**config.mk**
```make
export PLATFORM = sky130hd
export DESIGN_NAME = pwm_ramp_ctrl
export DESIGN_NICKNAME = d
export VERILOG_FILES = /design/src/rtl/pwm_ramp_ctrl.sv
export SDC_FILE = /design/constraint.sdc
export NUM_CORES = 1
export LEC_CHECK = 0
export ABC_CLOCK_PERIOD_IN_PS = 7000
export BUFFER_PORTS_ARGS = -buffer_cell sky130_fd_sc_hd__buf_2
export CORE_UTILIZATION = 23
export CTS_BUF_LIST = sky130_fd_sc_hd__clkbuf_16
export CTS_CLUSTER_SIZE = 14
export DETAILED_ROUTE_END_ITERATION = 12
export MAX_ROUTING_LAYER = met4
export SYNTH_ARGS = -nofsm -noshare
export SYNTH_HDL_FRONTEND = slang
export SYNTH_SLANG_ARGS = --single-unit
export TNS_END_PERCENT = 50
```
**constraint.sdc**
```tcl
create_clock -name clk -period 7 [get_ports clk]
set_clock_uncertainty 0.1 [all_clocks]
set_input_delay 1.05 -clock clk [delete_from_list [all_inputs] [get_ports clk]]
set_output_delay 1.05 -clock clk [all_outputs]
set_load 0.01 [all_outputs]
```
**src/rtl/pwm_ramp_ctrl.sv**
```systemverilog
// Four-channel PWM scheduler with a shared 8-bit period counter and per-channel duty slew.
// Define PWM_RAMP_EN to slew duty by STEP per period; otherwise duty jumps to target at the boundary.
module pwm_ramp_ctrl #(
    parameter int NCH  = 4,
    parameter int STEP = 1
) (
    input  logic           clk,
    input  logic           rst_n,
    input  logic           en,
    input  logic           cmd_valid,
    output logic           cmd_ready,
    input  logic [2:0]     cmd_chan,
    input  logic [7:0]     cmd_duty,
    output logic [NCH-1:0] pwm_out,
    output logic           period_end,
    output logic           busy
);

    typedef enum logic [1:0] {
        CH_IDLE,
        CH_UP,
        CH_DN
    } ch_state_t;

    if (NCH < 1 || NCH > 8 || STEP < 1 || STEP > 255) begin : g_bad_cfg
        $error("pwm_ramp_ctrl: NCH must be 1..8 and STEP 1..255");
    end

`ifdef PWM_RAMP_EN
    localparam logic [7:0] STEP8 = 8'(STEP);
`endif

    logic [7:0] counter;
    logic [7:0] cur     [NCH];
    logic [7:0] tgt     [NCH];
    logic [7:0] cur_nxt [NCH];
    logic [7:0] tgt_nxt [NCH];
    ch_state_t  ch_state [NCH];
    logic       boundary;
    logic       cmd_fire;
    logic       busy_nxt;

    always_comb begin
        boundary   = en && (counter == 8'hFF);
        period_end = boundary;
        cmd_fire   = cmd_valid && cmd_ready;
    end

    // Channel state is a pure function of cur/tgt, so it tracks a new target immediately.
    always_comb begin
        for (int unsigned i = 0; i < NCH; i++) begin
            ch_state[i] = CH_IDLE;
            if (cur[i] < tgt[i])
                ch_state[i] = CH_UP;
            else if (cur[i] > tgt[i])
                ch_state[i] = CH_DN;
        end
    end

    always_comb begin
        busy_nxt = 1'b0;
        for (int unsigned i = 0; i < NCH; i++) begin
            cur_nxt[i] = cur[i];
            tgt_nxt[i] = tgt[i];
            if (boundary) begin
`ifdef PWM_RAMP_EN
                // Clamp on the remaining distance so the step never overshoots or wraps.
                case (ch_state[i])
                    CH_UP:   cur_nxt[i] = ((tgt[i] - cur[i]) <= STEP8) ? tgt[i] : cur[i] + STEP8;
                    CH_DN:   cur_nxt[i] = ((cur[i] - tgt[i]) <= STEP8) ? tgt[i] : cur[i] - STEP8;
                    default: cur_nxt[i] = cur[i];
                endcase
`else
                if (ch_state[i] != CH_IDLE)
                    cur_nxt[i] = tgt[i];
`endif
            end
            // The boundary step above used the pre-command target.
            if (cmd_fire && (cmd_chan == 3'(i)))
                tgt_nxt[i] = cmd_duty;
            busy_nxt = busy_nxt | (cur_nxt[i] != tgt_nxt[i]);
        end
    end

    always_comb begin
        pwm_out = '0;
        for (int unsigned i = 0; i < NCH; i++)
            pwm_out[i] = en && (counter < cur[i]);
    end

    always_ff @(posedge clk) begin
        if (!rst_n) begin
            counter   <= '0;
            cmd_ready <= 1'b0;
            busy      <= 1'b0;
            for (int unsigned i = 0; i < NCH; i++) begin
                cur[i] <= '0;
                tgt[i] <= '0;
            end
        end else begin
            counter   <= en ? counter + 8'd1 : '0;
            cmd_ready <= 1'b1;
            busy      <= busy_nxt;
            for (int unsigned i = 0; i < NCH; i++) begin
                cur[i] <= cur_nxt[i];
                tgt[i] <= tgt_nxt[i];
            end
        end
    end

endmodule

```
[Yosys cells after proc, flatten, opt, wreduce, memory -nomap -nowiden]
Memories as Yosys holds them, arrays and structs flattened.
Cells that the tools add are included.
Widths: inputs -> output; s select.
Storage, ports and cells
  RAM bits: 64
  logic and storage cells: 83
  register bits: 10
  memories kept: 2
  output and inout port bits: 7
Memories
  cur: words 4, width 8, read ports 4, clocked after memory_dff 0, write ports 4, line 34  | logic [7:0] cur [NCH];
  tgt: words 4, width 8, read ports 4, clocked after memory_dff 0, write ports 4, line 35  | logic [7:0] tgt [NCH];
Operators by class
  $add $sub $neg: 1
  equal/unequal tests: 8
  reduce and logical (&&, ||, !) cells: 16
  bitwise operators: 11
  multiplexer cells: 30
  magnitude comparators: 12
Operator list (count)
  $mux 8: 20
  $lt 8x8->1: 8
  $gt 8x8->1: 4
  $ne 8x8->1: 4
  $mux 2: 8
  $or 1x1->1: 11
  $logic_and 1x1->1: 10
  $add 8x1->8 const B: 1
  $eq 8x8->1 const B: 1
  $reduce_bool 2->1: 4
  $eq 3x2->1 const B: 2
  $eq 3x1->1 const B: 1
  $logic_not 3->1: 1
  $mux 1: 2
  $reduce_and 2->1: 1

[Depth between registers and ports, before layout]
  depth in word-level cells: 10
  depth in mapped cells: 11

[Worst setup path after synthesis]
No wires, ideal clock.
  kind: reg2out
  start: memory cur[2][1]
  end: output pwm_out[2]
  arrival: 1.886 ns
  setup slack: 3.964 ns
  cell stages (with the launch flop): 10
  buffers on the path: 0
  cell sequence: dfxtp_1 inv_1 ha_1 a21o_1 a21o_1 a21o_1 a21o_1 a21o_1 a21o_1 a21oi_1
RTL lines
  from (decl): line 34
  to (decl): line 14  | output logic [NCH-1:0] pwm_out,

[Final worst setup path]
  start: register counter[1]
  end: register busy
On the way
  word-level cells in the longest chain between the ends: 7
  elaborated cells between the ends (all ways): 13
RTL lines
  from (decl): line 33  | logic [7:0] counter;
  from (signal assigned): line 101  | counter <= en ? counter + 8'd1 : '0;
  $eq 8x8->1 (*): line 44  | boundary = en && (counter == 8'hFF);
  $logic_and 1x1->1 (*): line 44
  $mux 8: line 65  | if (boundary) begin
  $ne 8x8->1: line 81  | busy_nxt = busy_nxt | (cur_nxt[i] != tgt_nxt[i]);
  $or 1x1->1 (2 in a row): line 81
  $or 1x1->1 (*): line 81
  to (signal assigned): line 103  | busy <= busy_nxt;
  to (decl): line 16  | output logic busy
Mark *: on every way between the ends. The rest lies on a longest branch, timed or not.
A chain may end at the register's enable or synchronous reset.

==> impl_metrics.yaml <==
worst_hold_path:
  whs_endpoint: "tgt[2][7]"
  hold_depth: 2
  hold_class: "reg -> reg"
  min_from: "tgt[2][7]"
grt:
  overflow: 0
  antenna_found_initial: 0
  track_usage_pct: 14.6
  grt_max_degree: 65
  grt_pass1_wl_um: 29400
  grt_pass1_vias: 5338
pwr:
  peakVddDrop_mv: 0.121
  powerDensity_mw_per_mm2: 143
  p_leak_nw: 2.19
timing:
  setup_viol: 0
  clock.fmax_mhz: 257
  drv_slew: 0
  worst_slew_pin_slew_ns: 1.18
  finalHoldViolations: 0
  rsz0062_at_grt: "no"
  period_share_pct: 55.6
  slew-limit-headroom_pct: 21.2
  fin_crit_ns: 3.89
  fin_tns_setup_ns: 0
synth:
  synth_warnings: 0
  avgSynthCellArea_um2: 7.43
  synth_top_area_cell: "dfxtp_1"
  synth_area_leaders: "dfxtp_1, ha_1, nand2_1, a21oi_1, inv_1"
  ys_types: 73
  synth_top_area_share_pct: 24.7
  synth_ff_type: "dfxtp_1"
  syn_area_mm2: 0.00599
  synthCells: 806
  syn-num-nets: 882
  synth.ff_latch_count: 74
  ys_seq_area_share_pct: 24.7
  synth-async-reset-ratio_pct: 0
  synth-edff-count: 0
detailed_routing:
  routed_wl_um: 18300
  wl_per_cell_um: 16.3
  ant_nets: 0
  viasPerCell: 5.09
  drcViolationCount: 0
  dr.pass1.iters: 6
  initialDrtViolationCount: 505
  vias: 5734
floorplanning:
  floorplan.die.width_um: 163
  die_area_mm2: 0.0267
  coreArea_mm2: 0.0253
  io_pins: 22
  initial_core_util_pct: 23.6
  core.rowCount: 58
  die_h_um: 163
critical_path:
  r2r_end: "busy"
  startpoint: "counter[1]"
  endpoint_kind: "flop"
  crit_path_max_fanout: 14
  r2r_slack_ns: 3.11
  reg2reg_depth: 9
  cp-start-kind: "flop"
  worstPathRequired_ns: 7.07
  reg2reg_from: "counter[1]"
  critPathKind: "reg -> reg"
  critical_path_arrival_ns: 3.96
layout:
  drive_gt1_share_pct: 7.41
  layout_common_cells: "nand2_1, a21oi_1, dfxtp_1"
  final_nets: 869
  area_growth_pct: 9.65
  antenna_cells: 0
  stdcell_count: 1126
  final_common_cell: "nand2_1"
place:
  dp_cells: 1112
  hpwl_um: 12800
  numPortBuffers: 21
  gp_congestion: 0.934
clock_network:
  postCtsSetupBuffers: 0
  hold_buffers: 0
  cts_max_level: 3
  cts_root_buffer: "clkbuf_16"
  clk_latency_ns: 0.35
  cts_sinks: 74
  ctsResizeCount: 0
  clock_path_buffers: 2
  cts_tree: "done"
  numCtsBuffers: 9
  clk_pin_slew_worst_paths_ns: 0.06
run_status:
  status: "complete, no violations"
job:
  drv_cap: 0
-- worst max-delay path by stage --
stage | cells after the start | slack (ns) | endpoint
5_1_grt | 9 | 2.87 | busy
6_report | 9 | 3.11 | busy
3_5_place_dp | 9 | 2.90 | busy
3_3_place_gp | 8 | 2.97 | busy
4_1_cts | 9 | 3.15 | pwm_out[2]
2_1_floorplan | 9 | 3.96 | pwm_out[2]
-- critical path, cell delays in order, from the launching register on --
cell and delay, ns:
dfxtp_1 0.53, ha_1 0.27, and4_1 0.32, nand2_1 0.42, a21oi_1 0.91, nand2_1 0.32
o21ai_0 0.17, o22ai_1 0.13, nor4_1 0.36, a41oi_2 0.16
-- power by group --
group	total (mW)	switching, mW	internal (mW)
clock network	0.414	0.182	0.232
logic	0.0909	0.0604	0.0304
registers	0.432	0.00629	0.425
-- stage by stage --
| step | total power [mW] | cell area [µm²] | setup WS (ns) | util (%) | hold WS [ns] |
|---|---|---|---|---|---|
| floorplan | 0.501 | 5990 | 3.96 | - | 0.346 |
| global placement | 0.530 | 6320 | 2.97 | 24.9 | 0.362 |
| detailed placement | 0.531 | 6320 | 2.90 | 24.9 | 0.367 |
| CTS | 0.943 | 6570 | 3.15 | 25.9 | 0.375 |
| global route | 0.969 | 6570 | 2.87 | 25.9 | 0.407 |
| finish | 0.936 | 6570 | 3.11 | 25.9 | 0.374 |
-- flip-flops by register name (all words and copies together), names as in the netlist --
| signal | count |
|---|---|
| cmd_ready | 1 |
| cur | 32 |
| tgt | 32 |
| busy | 1 |
| counter | 8 |
-- synth_stat cells (5+ instances only) --
master,n
o21ai_0,23
a21oi_1,81
nor2_1,36
nor4_1,5
buf_2,5
nand4_1,11
o211ai_1,8
o22ai_1,7
ha_1,61
a32oi_1,11
nor3_1,12
nand3_1,28
a21o_1,25
mux2i_1,5
clkbuf_1,34
inv_1,66
nand2_1,156
a22oi_1,6
and3_1,6
xor2_1,19
or4_1,6
dfxtp_1,74
a211oi_1,9
xnor2_1,19
nand2b_1,12
-- cells by family after synthesis --
family	share of synthesized area (%)
muxes	1.40
adders and majority gates	12.7
xor gates and xnor gates	5.56
and+or+nand+nor	23.3
buffers and inverters	7.56
AOI/OAI and AO/OA	24.7
DFF	24.7
-- routing by layer --
metal,GRT usage [%],vias to the layer above,wire length [µm],share of wire [%]
li1,-,2819,-,-
met1,19.2,2703,8620,47
met2,21.9,185,7980,43
met3,3.45,27,1340,7.3
met4,4.97,0,404,2.2
met5,-,-,0,0
-- cell type report --
cell class              instances  area [µm²]
inverters                      68         255
well taps                     330         413
clock inverters                 5        25.0
flip-flops and latches         74        1480
multi-input cells             618        4050
fillers                      2766       18800
repair buffers                 22         113
clock buffers                   9         225
No activity file was read; power rests on OpenSTA's default activity.
